==> config.mk <==
export PLATFORM = sky130hd
export DESIGN_NAME = ev_injector
export DESIGN_NICKNAME = d
export VERILOG_FILES = /design/src/rtl/ev_injector.sv
export SDC_FILE = /design/constraint.sdc
export NUM_CORES = 1
export LEC_CHECK = 0
export BUFFER_PORTS_ARGS = -buffer_cell sky130_fd_sc_hd__buf_2
export CAP_MARGIN = 20
export CORE_AREA = 2 2 115 117
export CTS_BUF_LIST = sky130_fd_sc_hd__clkbuf_4
export DETAILED_ROUTE_END_ITERATION = 8
export DIE_AREA = 0 0 117 119
export PLACE_DENSITY = 0.81
export SYNTH_ARGS = -nofsm -noshare
export SYNTH_HDL_FRONTEND = slang
export SYNTH_SLANG_ARGS = --single-unit
==> constraint.sdc <==
create_clock -name evgTxClk -period 4.4 [get_ports evgTxClk]
set_clock_uncertainty 0.05 [all_clocks]
set_input_delay 0.44 -clock evgTxClk [delete_from_list [all_inputs] [get_ports evgTxClk]]
set_output_delay 0.44 -clock evgTxClk [all_outputs]
set_load 0.02 [all_outputs]
==> src/rtl/ev_injector.sv <==
// EVG transmit-side event injector: queues software event codes and drops them
// into null low-byte slots of the outgoing stream through one register stage.
module ev_injector #(
  parameter int    FIFO_DEPTH = 16,
  parameter string DEBUG      = "false"
) (
  input  logic                          evgTxClk,
  input  logic                          evgReset,
  input  logic [15:0]                   evgTxDataIn,
  input  logic [1:0]                    evgTxCharIsKIn,
  output logic [15:0]                   evgTxDataOut,
  output logic [1:0]                    evgTxCharIsKOut,
  input  logic                          reqValid,
  input  logic [7:0]                    reqCode,
  output logic                          reqReady,
  input  logic                          injectEnable,
  input  logic                          flush,
  output logic [$clog2(FIFO_DEPTH):0]   fillLevel,
  output logic [15:0]                   injectCount,
  output logic [7:0]                    rejectCount
);
  localparam int AW = $clog2(FIFO_DEPTH);
  localparam logic [AW:0] DEPTH_C = (AW+1)'(FIFO_DEPTH);

  (* mark_debug = DEBUG *) logic [7:0]  mem_q [FIFO_DEPTH];
  (* mark_debug = DEBUG *) logic [AW:0] cnt_q, cnt_d;
  logic [AW-1:0] wr_q, wr_d, rd_q, rd_d;
  logic [15:0]   inj_q, inj_d;
  logic [7:0]    rej_q, rej_d;
  logic [15:0]   dout_q, dout_d;
  logic [1:0]    kout_q;

  logic full, empty, accept, reserved, push, rej, free_slot, pop;

  // full comes from registered occupancy, so a same-cycle pop never frees room
  assign full      = (cnt_q == DEPTH_C);
  assign empty     = (cnt_q == '0);
  assign reqReady  = !full && !evgReset && !flush;
  assign accept    = reqValid && reqReady;
  assign reserved  = (reqCode == 8'h00) || (reqCode == 8'h70) || (reqCode == 8'h71);
  assign push      = accept && !reserved;
  assign rej       = accept && reserved;
  assign free_slot = !evgTxCharIsKIn[0] && (evgTxDataIn[7:0] == 8'h00);
  assign pop       = free_slot && !empty && injectEnable && !evgReset && !flush;

  always_comb begin
    dout_d = evgTxDataIn;
    cnt_d  = cnt_q;
    wr_d   = wr_q;
    rd_d   = rd_q;
    inj_d  = inj_q;
    rej_d  = rej_q;
    if (pop) begin
      dout_d[7:0] = mem_q[rd_q];
      inj_d       = inj_q + 16'd1;
    end
    if (rej && rej_q != 8'hFF) rej_d = rej_q + 8'd1;
    if (flush) begin
      cnt_d = '0;
      wr_d  = '0;
      rd_d  = '0;
    end else begin
      if (push) wr_d = wr_q + AW'(1);
      if (pop)  rd_d = rd_q + AW'(1);
      case ({push, pop})
        2'b10:   cnt_d = cnt_q + (AW+1)'(1);
        2'b01:   cnt_d = cnt_q - (AW+1)'(1);
        default: cnt_d = cnt_q;
      endcase
    end
  end

  always_ff @(posedge evgTxClk) begin
    // stream stage runs through reset so the link never stalls
    dout_q <= dout_d;
    kout_q <= evgTxCharIsKIn;
    if (push) mem_q[wr_q] <= reqCode;
    if (evgReset) begin
      cnt_q <= '0;
      wr_q  <= '0;
      rd_q  <= '0;
      inj_q <= '0;
      rej_q <= '0;
    end else begin
      cnt_q <= cnt_d;
      wr_q  <= wr_d;
      rd_q  <= rd_d;
      inj_q <= inj_d;
      rej_q <= rej_d;
    end
  end

  assign evgTxDataOut    = dout_q;
  assign evgTxCharIsKOut = kout_q;
  assign fillLevel       = cnt_q;
  assign injectCount     = inj_q;
  assign rejectCount     = rej_q;
endmodule

==> results.sh, run 1 <==
export IMPL_outcome="finished, final reports clean"
export IMPL_whs_ps=48.6
export IMPL_drt_initial_drc_count=555
export IMPL_syn_area_per_cell_sq_um=15.3
export IMPL_cts_buffers=17
export IMPL_yosysSeqAreaShare_pct=66.3
export IMPL_critPathKind="in2reg"
export IMPL_power_mw=2.92
export IMPL_drive_above_1_share_pct=30.3
export IMPL_num_io_pins=79
export IMPL_hold_violations=0
export IMPL_multi_input_area_sq_um=2390
export IMPL_placedCellCount=731
export IMPL_powerDensity_nw_per_um2=342
export IMPL_rows=42
export IMPL_synth_flop_cell="edfxtp_1"
export IMPL_die_h_um=119
export IMPL_num_vias=4731
export IMPL_rsz0062_at_grt="false"
export IMPL_hold_depth=2
export IMPL_tightestPinTransition_ps=991
export IMPL_die_area_sq_um=13900
export IMPL_r2r_cells=11
export IMPL_ys_types=47
export IMPL_hp_start="evgTxDataIn[7]"
export IMPL_clock_fmax_ghz=0.302
export IMPL_grt_use_total_pct=24.3
export IMPL_seq_area_sq_um=5030
export IMPL_chipWidth_um=117
export IMPL_hold_path_class="in2reg"
export IMPL_cts_setup_buffers=0
export IMPL_hold_end="evgTxDataOut[7]"
export IMPL_cp_slowest_cell="nor4b_2"
export IMPL_async_reset_ff_share_pct=0
export IMPL_crit_top_cell="ha_1"
export IMPL_r2r_end="fillLevel[2]"
export IMPL_grt_start_max_net_pins=37
export IMPL_vdd_drop_max_uv=149
export IMPL_ys_seq_elements=187
export IMPL_maxCapViolations=0
export IMPL_vias_per_cell=6.10
export IMPL_setup_viol=0
export IMPL_cpPeakStageDelay_ps=610
export IMPL_clk_pin_slew_ps=140
export IMPL_drc_errors=0
export IMPL_cts_tree="done"
export IMPL_clock_sinks=187
export IMPL_postRouteAntennaNets=0
export IMPL_cts_max_path_buffers=2
export IMPL_wl_per_cell_um=20.8
export IMPL_crit_required_ps=4870
export IMPL_core_area_sq_um=12900
export IMPL_stdcell_count=775
export IMPL_arrival_ps=3780
export IMPL_place_congestion=0.811
export IMPL_grt_overflow_total=0
export IMPL_max_slew_margin_pct=33.8
export IMPL_finalCriticalPeriod_ps=3310
export IMPL_syn_nets=536
export IMPL_routed_wl_mm=16.1
export IMPL_grt_pass1_vias=4532
export IMPL_r2r_setup_slack_ps=1160
export IMPL_ys_warn_count=0
export IMPL_fin_setup_tns_ps=0
export IMPL_grt_pass1_wl_mm=24.6
export IMPL_cts_root_buf="clkbuf_4"
export IMPL_r2r_start="fillLevel[1]"
export IMPL_fin_crit_sh_pct=75.3
export IMPL_synth_area_sq_um=7580
export IMPL_cp_max_fo=36
export IMPL_synth_edf_count=128
export IMPL_insertion_delay_ps=570
export IMPL_ctsHoldBuffers=10
export IMPL_antenna_found_initial=0
export IMPL_final_cell_mix="128 x edfxtp_1, 78 x buf_2, 57 x dfxtp_1, 32 x mux4_2, 27 x a21oi_1"
export IMPL_start_kind="input port"
export IMPL_dr_pass1_iters=5
export IMPL_start_util_pct=58.9
export IMPL_area_growth_pct=12.6
export IMPL_io_buffers=78
export IMPL_syn_inst=494
export IMPL_cts_resized=0
export IMPL_hpwl_mm=10.5
export IMPL_crit_chain="dlygate4sd3_1, buf_2, nor4b_2, o2111ai_2, buf_4, inv_1, ha_1, xor2_1, ha_1, a21oi_1, a221o_1, a211o_1, nand4_1"
export IMPL_final_util_pct=66.3
export IMPL_fillCellCount=891
export IMPL_cts_max_level=4
export IMPL_layout_nets=627
export IMPL_p_leak_nw=2.93
export IMPL_layout_commonest_cell="edfxtp_1"
export IMPL_finalMaxSlewViolations=0
export IMPL_crit_path_end_kind="flip-flop"
metrics by stage:
stage / instance area [sq um] / setup slack [ps]
finish: 8540 / 1090
global route: 8530 / 912
CTS: 8530 / 1170
detailed placement: 8140 / 936
global placement: 8140 / 1050
floorplan: 7580 / 1200
where the power goes:
part           internal (mW)  switching (mW)  leakage [nW]
sequential              1.89         0.00348          1.63
clock                  0.390           0.546         0.142
combinational         0.0339          0.0612          1.15
how the worst max path moves through the flow:
| stage | start | endpoint | slack (ps) | cells past startpoint |
|---|---|---|---|---|
| after floorplan | fillLevel[1] | fillLevel[2] | 1200 | 14 |
| after global placement | evgReset | fillLevel[2] | 1050 | 12 |
| final | evgTxCharIsKIn[0] | fillLevel[4] | 1090 | 13 |
| after CTS | evgTxCharIsKIn[0] | fillLevel[4] | 1170 | 13 |
| after detailed placement | evgReset | fillLevel[2] | 940 | 12 |
| after global routing | evgTxCharIsKIn[0] | fillLevel[2] | 910 | 13 |
critical path: cells and delay by family:
kind / cells / cell delay [ps]
buffers and inverters: 4 / 1060
AOI/OAI and AO/OA: 4 / 870
and+or+nand+nor: 2 / 680
xor gates and xnor gates: 1 / 190
adders and majority gates: 2 / 530
registers in the layout (all words and copies together), names as in the netlist, named ones only:
signal / cells
mem_q: 128
evgTxDataOut: 16
injectCount: 16
rejectCount: 8
fillLevel: 5
rd_q: 4
wr_q: 4
evgTxCharIsKOut: 2
synthesized netlist by cell type (2+ instances only):
library cell / count / share of area (%)
clkbuf_1: 11 / 0.54
a21o_1: 2 / 0.20
ha_1: 11 / 1.8
or4_4: 3 / 0.45
dfxtp_1: 59 / 16
nand2b_1: 2 / 0.16
o211ai_1: 2 / 0.20
or3_1: 9 / 0.74
nand3_1: 20 / 1.3
or4_1: 14 / 1.4
xor2_1: 4 / 0.46
a21oi_1: 27 / 1.8
mux4_2: 32 / 9.5
a221o_1: 10 / 1.3
edfxtp_1: 128 / 51
a211o_1: 2 / 0.23
and3_1: 9 / 0.74
buf_6: 4 / 0.59
o31ai_1: 15 / 1.5
mux2_2: 18 / 2.7
buf_2: 6 / 0.40
nor4_1: 2 / 0.16
nor2b_1: 6 / 0.50
buf_1: 5 / 0.25
nand4_1: 4 / 0.33
or2_2: 2 / 0.16
inv_1: 10 / 0.50
o21ai_0: 11 / 0.73
nor3_1: 8 / 0.53
nor2_1: 18 / 0.89
nor3b_1: 2 / 0.20
o22ai_1: 2 / 0.16
and4_1: 3 / 0.35
mux2i_1: 5 / 0.66
nand2_1: 16 / 0.79
final cells by class:
class	instances	share of cell area [%]
Antenna cell	1	0.0293
Clock buffer	18	1.58
Clock inverter	14	1.80
Inverter	10	0.440
Multi-Input combinational cell	271	28.1
Sequential cell	187	58.9
Tap cell	176	2.58
Timing Repair Buffer	98	6.62
logic make-up (layout without fill, tap and decap cells):
family | after synthesis | in the layout | synth area share [%]
AO/OA/AOI/OAI | 76 | 76 | 6.73
XOR/XNOR | 5 | 5 | 0.578
adder cells (fa/ha/maj) | 11 | 11 | 1.82
buffers and inverters | 36 | 140 | 2.28
flip-flops | 187 | 187 | 66.3
multiplexers | 55 | 55 | 12.8
other | 0 | 1 | 0
AND/OR/NAND/NOR | 124 | 124 | 9.49
per-layer routing:
metal	GRT usage (%)	vias up	wire, um
li1	-	2145	-
met1	31.8	2337	6210
met2	39.3	221	8170
met3	5.90	28	1380
met4	9.26	0	369
met5	0	-	0
Note: power is estimated with default switching activity, not from simulation.
==> inputs of run 2 (changes only) <==
--- a/config.mk
+++ b/config.mk
@@ -7,11 +7,11 @@
 export LEC_CHECK = 0
 export BUFFER_PORTS_ARGS = -buffer_cell sky130_fd_sc_hd__buf_2
 export CAP_MARGIN = 20
-export CORE_AREA = 2 2 115 117
+export CORE_AREA = 2 2 121 123
 export CTS_BUF_LIST = sky130_fd_sc_hd__clkbuf_4
 export DETAILED_ROUTE_END_ITERATION = 8
-export DIE_AREA = 0 0 117 119
-export PLACE_DENSITY = 0.81
+export DIE_AREA = 0 0 123 125
+export PLACE_DENSITY = 0.77
 export SYNTH_ARGS = -nofsm -noshare
 export SYNTH_HDL_FRONTEND = slang
 export SYNTH_SLANG_ARGS = --single-unit
==> constraint.sdc (replaced) <==
create_clock -name evgTxClk -period 3 [get_ports evgTxClk]
set_clock_uncertainty 0.05 [all_clocks]
set_input_delay 0.3 -clock evgTxClk [delete_from_list [all_inputs] [get_ports evgTxClk]]
set_output_delay 0.3 -clock evgTxClk [all_outputs]
set_load 0.02 [all_outputs]
==> run 2 against run 1 <==
Sequential share of layout area down 1.9 points. Routed wire length rose by 3.2%. First-iteration DRC count up 2.0%. Utilization shrank 4.1 points. Via count increased by 2.5%. Register-to-register slack worse by 890 ps. Highest routed layer is now met5.
==> results.sh, run 2 (synthesis gave the netlist of run 1 again) <==
export IMPL_drt_initial_drc_count=566
export IMPL_max_slew_margin_pct=40.8
export IMPL_start_util_pct=53.4
export IMPL_hpwl_mm=11.0
export IMPL_clk_pin_slew_ps=140
export IMPL_power_mw=4.23
export IMPL_num_vias=4848
export IMPL_core_area_sq_um=14200
export IMPL_path_delay_family="buffers and inverters"
export IMPL_vias_per_cell=5.93
export IMPL_chipWidth_um=123
export IMPL_routed_wl_mm=16.7
export IMPL_place_area_sq_um=8350
export IMPL_crit_chain="dlygate4sd3_1, buf_2, or4_4, a21oi_1, nor2_1, inv_1, ha_4, xor2_1, ha_2, a21oi_2, a221o_1, a211o_1, nand4_1"
export IMPL_postRouteAntennaNets=0
export IMPL_fin_crit_sh_pct=91.6
export IMPL_place_congestion=0.826
export IMPL_dr_pass1_iters=7
export IMPL_fin_setup_tns_ps=0
export IMPL_drive_above_1_share_pct=32.3
export IMPL_fillCellCount=1043
export IMPL_cts_tree="done"
export IMPL_cts_root_buf="clkbuf_4"
export IMPL_grt_pass1_wl_mm=25.9
export IMPL_cp_num_buf_inv=3
export IMPL_clock_sinks=187
export IMPL_maxCapViolations=0
export IMPL_die_h_um=125
export IMPL_regMostFlops="mem_q"
export IMPL_finalCriticalPeriod_ps=2750
export IMPL_rows=44
export IMPL_layout_nets=660
export IMPL_insertion_delay_ps=570
export IMPL_drc_errors=0
export IMPL_grt_overflow_total=0
export IMPL_io_buffers=78
export IMPL_multi_input_area_sq_um=2410
export IMPL_postLayoutCellArea_sq_um=8840
export IMPL_area_growth_pct=16.6
export IMPL_num_io_pins=79
export IMPL_tightestPinTransition_ps=886
export IMPL_clock_fmax_ghz=0.364
export IMPL_setup_viol=0
export IMPL_final_cell_mix="128 x edfxtp_1, 78 x buf_2, 56 x dfxtp_1, 32 x mux4_2, 30 x buf_4"
export IMPL_cts_setup_buffers=0
export IMPL_grt_use_total_pct=22.7
export IMPL_final_util_pct=62.2
export IMPL_layout_commonest_cell="edfxtp_1"
export IMPL_cts_buffers=17
export IMPL_seq_area_sq_um=5030
export IMPL_hold_violations=0
export IMPL_critPathKind="in2reg"
export IMPL_whs_ps=69.1
export IMPL_outcome="finished, final reports clean"
export IMPL_rsz0062_at_grt="false"
export IMPL_cts_resized=0
export IMPL_cpPeakStageDelay_ps=550
export IMPL_crit_path_end_kind="flip-flop"
export IMPL_grt_pass1_vias=4821
export IMPL_finalMaxSlewViolations=0
export IMPL_p_leak_nw=3.07
export IMPL_grt_start_max_net_pins=36
export IMPL_vdd_drop_max_uv=232
export IMPL_start_kind="input port"
export IMPL_cp_slowest_cell="dlygate4sd3_1"
export IMPL_wl_per_cell_um=20.4
export IMPL_hold_path_class="in2reg"
export IMPL_powerDensity_nw_per_um2=478
export IMPL_cp_max_fo=10
export IMPL_ctsHoldBuffers=21
export IMPL_crit_required_ps=3470
export IMPL_cts_max_path_buffers=2
export IMPL_die_area_sq_um=15400
export IMPL_arrival_ps=3220
export IMPL_antenna_found_initial=2
export IMPL_cts_max_level=4
export IMPL_largest_reg_flops=128
## run 2: cell type report
class                   count  share of cell area, %
flip-flops and latches    187                   57.0
diodes                      2                 0.0566
clock inverters            15                   1.50
multi-input cells         271                   27.3
inverters                  10                  0.453
well taps                 184                   2.61
repair buffers            131                   9.66
clock buffers              17                   1.44
## run 2: routing by layer
metal	share of wire, %	routed length, um	track usage [%]
met3	8.4	1390	5.75
met4	2.5	415	8.36
met1	39	6430	28.9
met2	50	8350	37.5
met5	0.34	56	0
## run 2: worst paths after layout
| check | cells past startpoint | end | from | slack (ps) |
|---|---|---|---|---|
| setup reg to reg | 11 | fillLevel[4] | fillLevel[0] | 270 |
| hold / removal | 2 | mem_q[1][0] | reqCode[0] | 70 |
| hold reg to reg | 2 | injectCount[15] | injectCount[15] | 450 |
| setup / recovery | 13 | fillLevel[4] | reqCode[3] | 250 |
## run 2: where the power goes
| group | switching [mW] | leakage (nW) | internal [mW] | total, mW |
|---|---|---|---|---|
| Combinational | 0.0987 | 1.30 | 0.0684 | 0.167 |
| Clock | 0.815 | 0.131 | 0.475 | 1.29 |
| Sequential | 0.00466 | 1.64 | 2.76 | 2.77 |
| Total | 0.919 | 3.07 | 3.31 | 4.23 |
## run 2: metrics by stage
stage                     setup WS (ps)  std cells
final                               251        817
after global routing                113        816
after CTS                           274        814
after detailed placement            153        761
after global placement              259        761
after floorplan                   0.729        494
==> inputs of run 3 (changes only) <==
--- a/config.mk
+++ b/config.mk
@@ -6,12 +6,13 @@
 export NUM_CORES = 1
 export LEC_CHECK = 0
 export BUFFER_PORTS_ARGS = -buffer_cell sky130_fd_sc_hd__buf_2
-export CAP_MARGIN = 20
+export CAP_MARGIN = 25
 export CORE_AREA = 2 2 121 123
 export CTS_BUF_LIST = sky130_fd_sc_hd__clkbuf_4
 export DETAILED_ROUTE_END_ITERATION = 8
 export DIE_AREA = 0 0 123 125
 export PLACE_DENSITY = 0.77
+export REMOVE_ABC_BUFFERS = 1
 export SYNTH_ARGS = -nofsm -noshare
 export SYNTH_HDL_FRONTEND = slang
 export SYNTH_SLANG_ARGS = --single-unit
==> run 3 against run 2 <==
Count of clock-buffer cells in the layout up 2. Design area decreased by 1.5%. Via count is 1.3% lower. Setup slack improved by 23 ps. Die area did not move. Routed wire length shrank 4.1%. Critical path depth fell by 3. Largest power group unchanged. Critical endpoint is now fillLevel[2].
==> results.sh, run 3 (synthesis gave the netlist of run 1 again) <==
export IMPL_hpwl_mm=10.8
export IMPL_r2r_cells=10
export IMPL_start_util_pct=53.4
export IMPL_num_io_pins=79
export IMPL_dr_pass1_iters=5
export IMPL_placedCellCount=758
export IMPL_highest_layer="met4"
export IMPL_multi_input_area_sq_um=2380
export IMPL_stdcell_count=808
export IMPL_cts_buffers=17
export IMPL_grt_use_total_pct=21.9
export IMPL_outcome="finished, final reports clean"
export IMPL_max_slew_margin_pct=28.2
export IMPL_layout_nets=653
export IMPL_vias_per_cell=5.92
export IMPL_hp_start="reqCode[7]"
export IMPL_fillCellCount=1065
export IMPL_p_leak_nw=3.03
export IMPL_rsz0062_at_grt="false"
export IMPL_postRouteAntennaNets=0
export IMPL_die_area_sq_um=15400
export IMPL_largest_reg_flops=128
export IMPL_cts_tree="done"
export IMPL_tightestPinTransition_ps=1070
export IMPL_r2r_start="fillLevel[0]"
export IMPL_wl_per_cell_um=19.8
export IMPL_rows=44
export IMPL_die_h_um=125
export IMPL_fin_setup_tns_ps=0
export IMPL_layout_commonest_cell="edfxtp_1"
export IMPL_cts_root_buf="clkbuf_4"
export IMPL_vdd_drop_max_uv=260
export IMPL_clk_pin_slew_ps=150
export IMPL_finalMaxSlewViolations=0
export IMPL_crit_chain="or4_4, o2111ai_2, inv_1, ha_1, xor2_1, ha_1, a21oi_1, xnor2_1, or3_1, a21oi_1"
export IMPL_drt_initial_drc_count=348
export IMPL_clock_sinks=187
export IMPL_wl_met3_mm=1.03
export IMPL_grt_pass1_vias=4817
export IMPL_clock_fmax_ghz=0.367
export IMPL_crit_path_end_kind="flip-flop"
export IMPL_met2_length_mm=8.39
export IMPL_final_cell_mix="128 x edfxtp_1, 78 x buf_2, 58 x dfxtp_1, 32 x mux4_2"
export IMPL_setup_viol=0
export IMPL_maxCapViolations=0
export IMPL_hold_path_class="in2reg"
export IMPL_io_buffers=78
export IMPL_critPathKind="reg2reg"
export IMPL_cp_max_fo=7
export IMPL_cts_resized=0
export IMPL_seq_area_sq_um=5030
export IMPL_antenna_found_initial=0
export IMPL_n_antenna_cell=0
export IMPL_cp_slowest_cell="or4_4"
export IMPL_r2r_end="fillLevel[2]"
export IMPL_grt_pass1_wl_mm=25.0
export IMPL_drive_above_1_share_pct=31.6
export IMPL_cts_max_path_buffers=2
export IMPL_fin_crit_sh_pct=90.9
export IMPL_hold_violations=0
export IMPL_drc_errors=0
export IMPL_regMostFlops="mem_q"
export IMPL_area_growth_pct=14.8
export IMPL_r2r_setup_slack_ps=270
export IMPL_num_vias=4783
export IMPL_insertion_delay_ps=570
export IMPL_arrival_ps=3190
export IMPL_cts_max_level=4
export IMPL_core_area_sq_um=14200
export IMPL_final_util_pct=61.3
export IMPL_cpPeakStageDelay_ps=570
export IMPL_hold_end="mem_q[0][7]"
export IMPL_place_congestion=0.872
export IMPL_crit_required_ps=3460
export IMPL_grt_start_max_net_pins=36
export IMPL_hold_depth=1
export IMPL_ctsHoldBuffers=18
export IMPL_chipWidth_um=123
export IMPL_finalCriticalPeriod_ps=2730
export IMPL_cts_setup_buffers=0
export IMPL_grt_overflow_total=0
export IMPL_whs_ps=39.3
export IMPL_met1_length_mm=6.39
export IMPL_start_kind="flip-flop"
export IMPL_powerDensity_nw_per_um2=473
export IMPL_power_mw=4.12
export IMPL_routed_wl_mm=16.0
==> run 3: changes by cell type in the layout (fill, tap and decap cells not counted), sizes merged <==
cell | before | now
inv | 10 | 14
buf | 109 | 106
clkinv | 9 | 6
dlygate4sd3 | 21 | 18
bufinv | 2 | 0
diode | 2 | 0
clkbuf | 18 | 19
clkinvlp | 4 | 3
==> run 3: power breakdown <==
part           total, mW  internal, mW  switching, mW
registers           2.77          2.77        0.00598
logic              0.162        0.0654         0.0965
clock network       1.19         0.349          0.839
total               4.12          3.18          0.941
==> run 3: through the flow <==
step	setup WS [ps]	area, sq um
6_report	274	8710
5_1_grt	78.6	8710
4_1_cts	261	8710
3_5_place_dp	150	8290
3_3_place_gp	252	8290
2_1_floorplan	-397	7450
==> run 3: worst max path at each step <==
stage,start,to,slack [ps],cells past startpoint
finish,fillLevel[0],fillLevel[2],270,10
floorplan,fillLevel[0],fillLevel[2],-400,10
detailed placement,flush,fillLevel[2],150,12
CTS,fillLevel[0],fillLevel[2],260,10
global route,fillLevel[1],fillLevel[4],80,11
global placement,flush,fillLevel[2],250,12
==> run 3: cell type report <==
cell class                 instances  area share [%]
multi-input combinational        271            27.4
inverter                          10           0.431
tap                              184            2.64
clock inverter                    13            1.06
sequential                       187            57.7
timing repair buffer             124            9.11
clock buffer                      19            1.64
==> run 3: layer usage <==
layer	global-route usage (%)	vias up
met5	0	-
met4	6.55	0
met3	5.11	14
met2	37.9	167
met1	27.2	2398
li1	-	2204
==> run 3: critical path, delay by kind of cell (launching register included) <==
family | cells | cell delay [ps]
AOI/OAI and AO/OA | 3 | 540
xor gates and xnor gates | 2 | 270
adders and majority gates | 2 | 440
buffers and inverters | 1 | 90
DFF | 1 | 410
and+or+nand+nor | 2 | 880
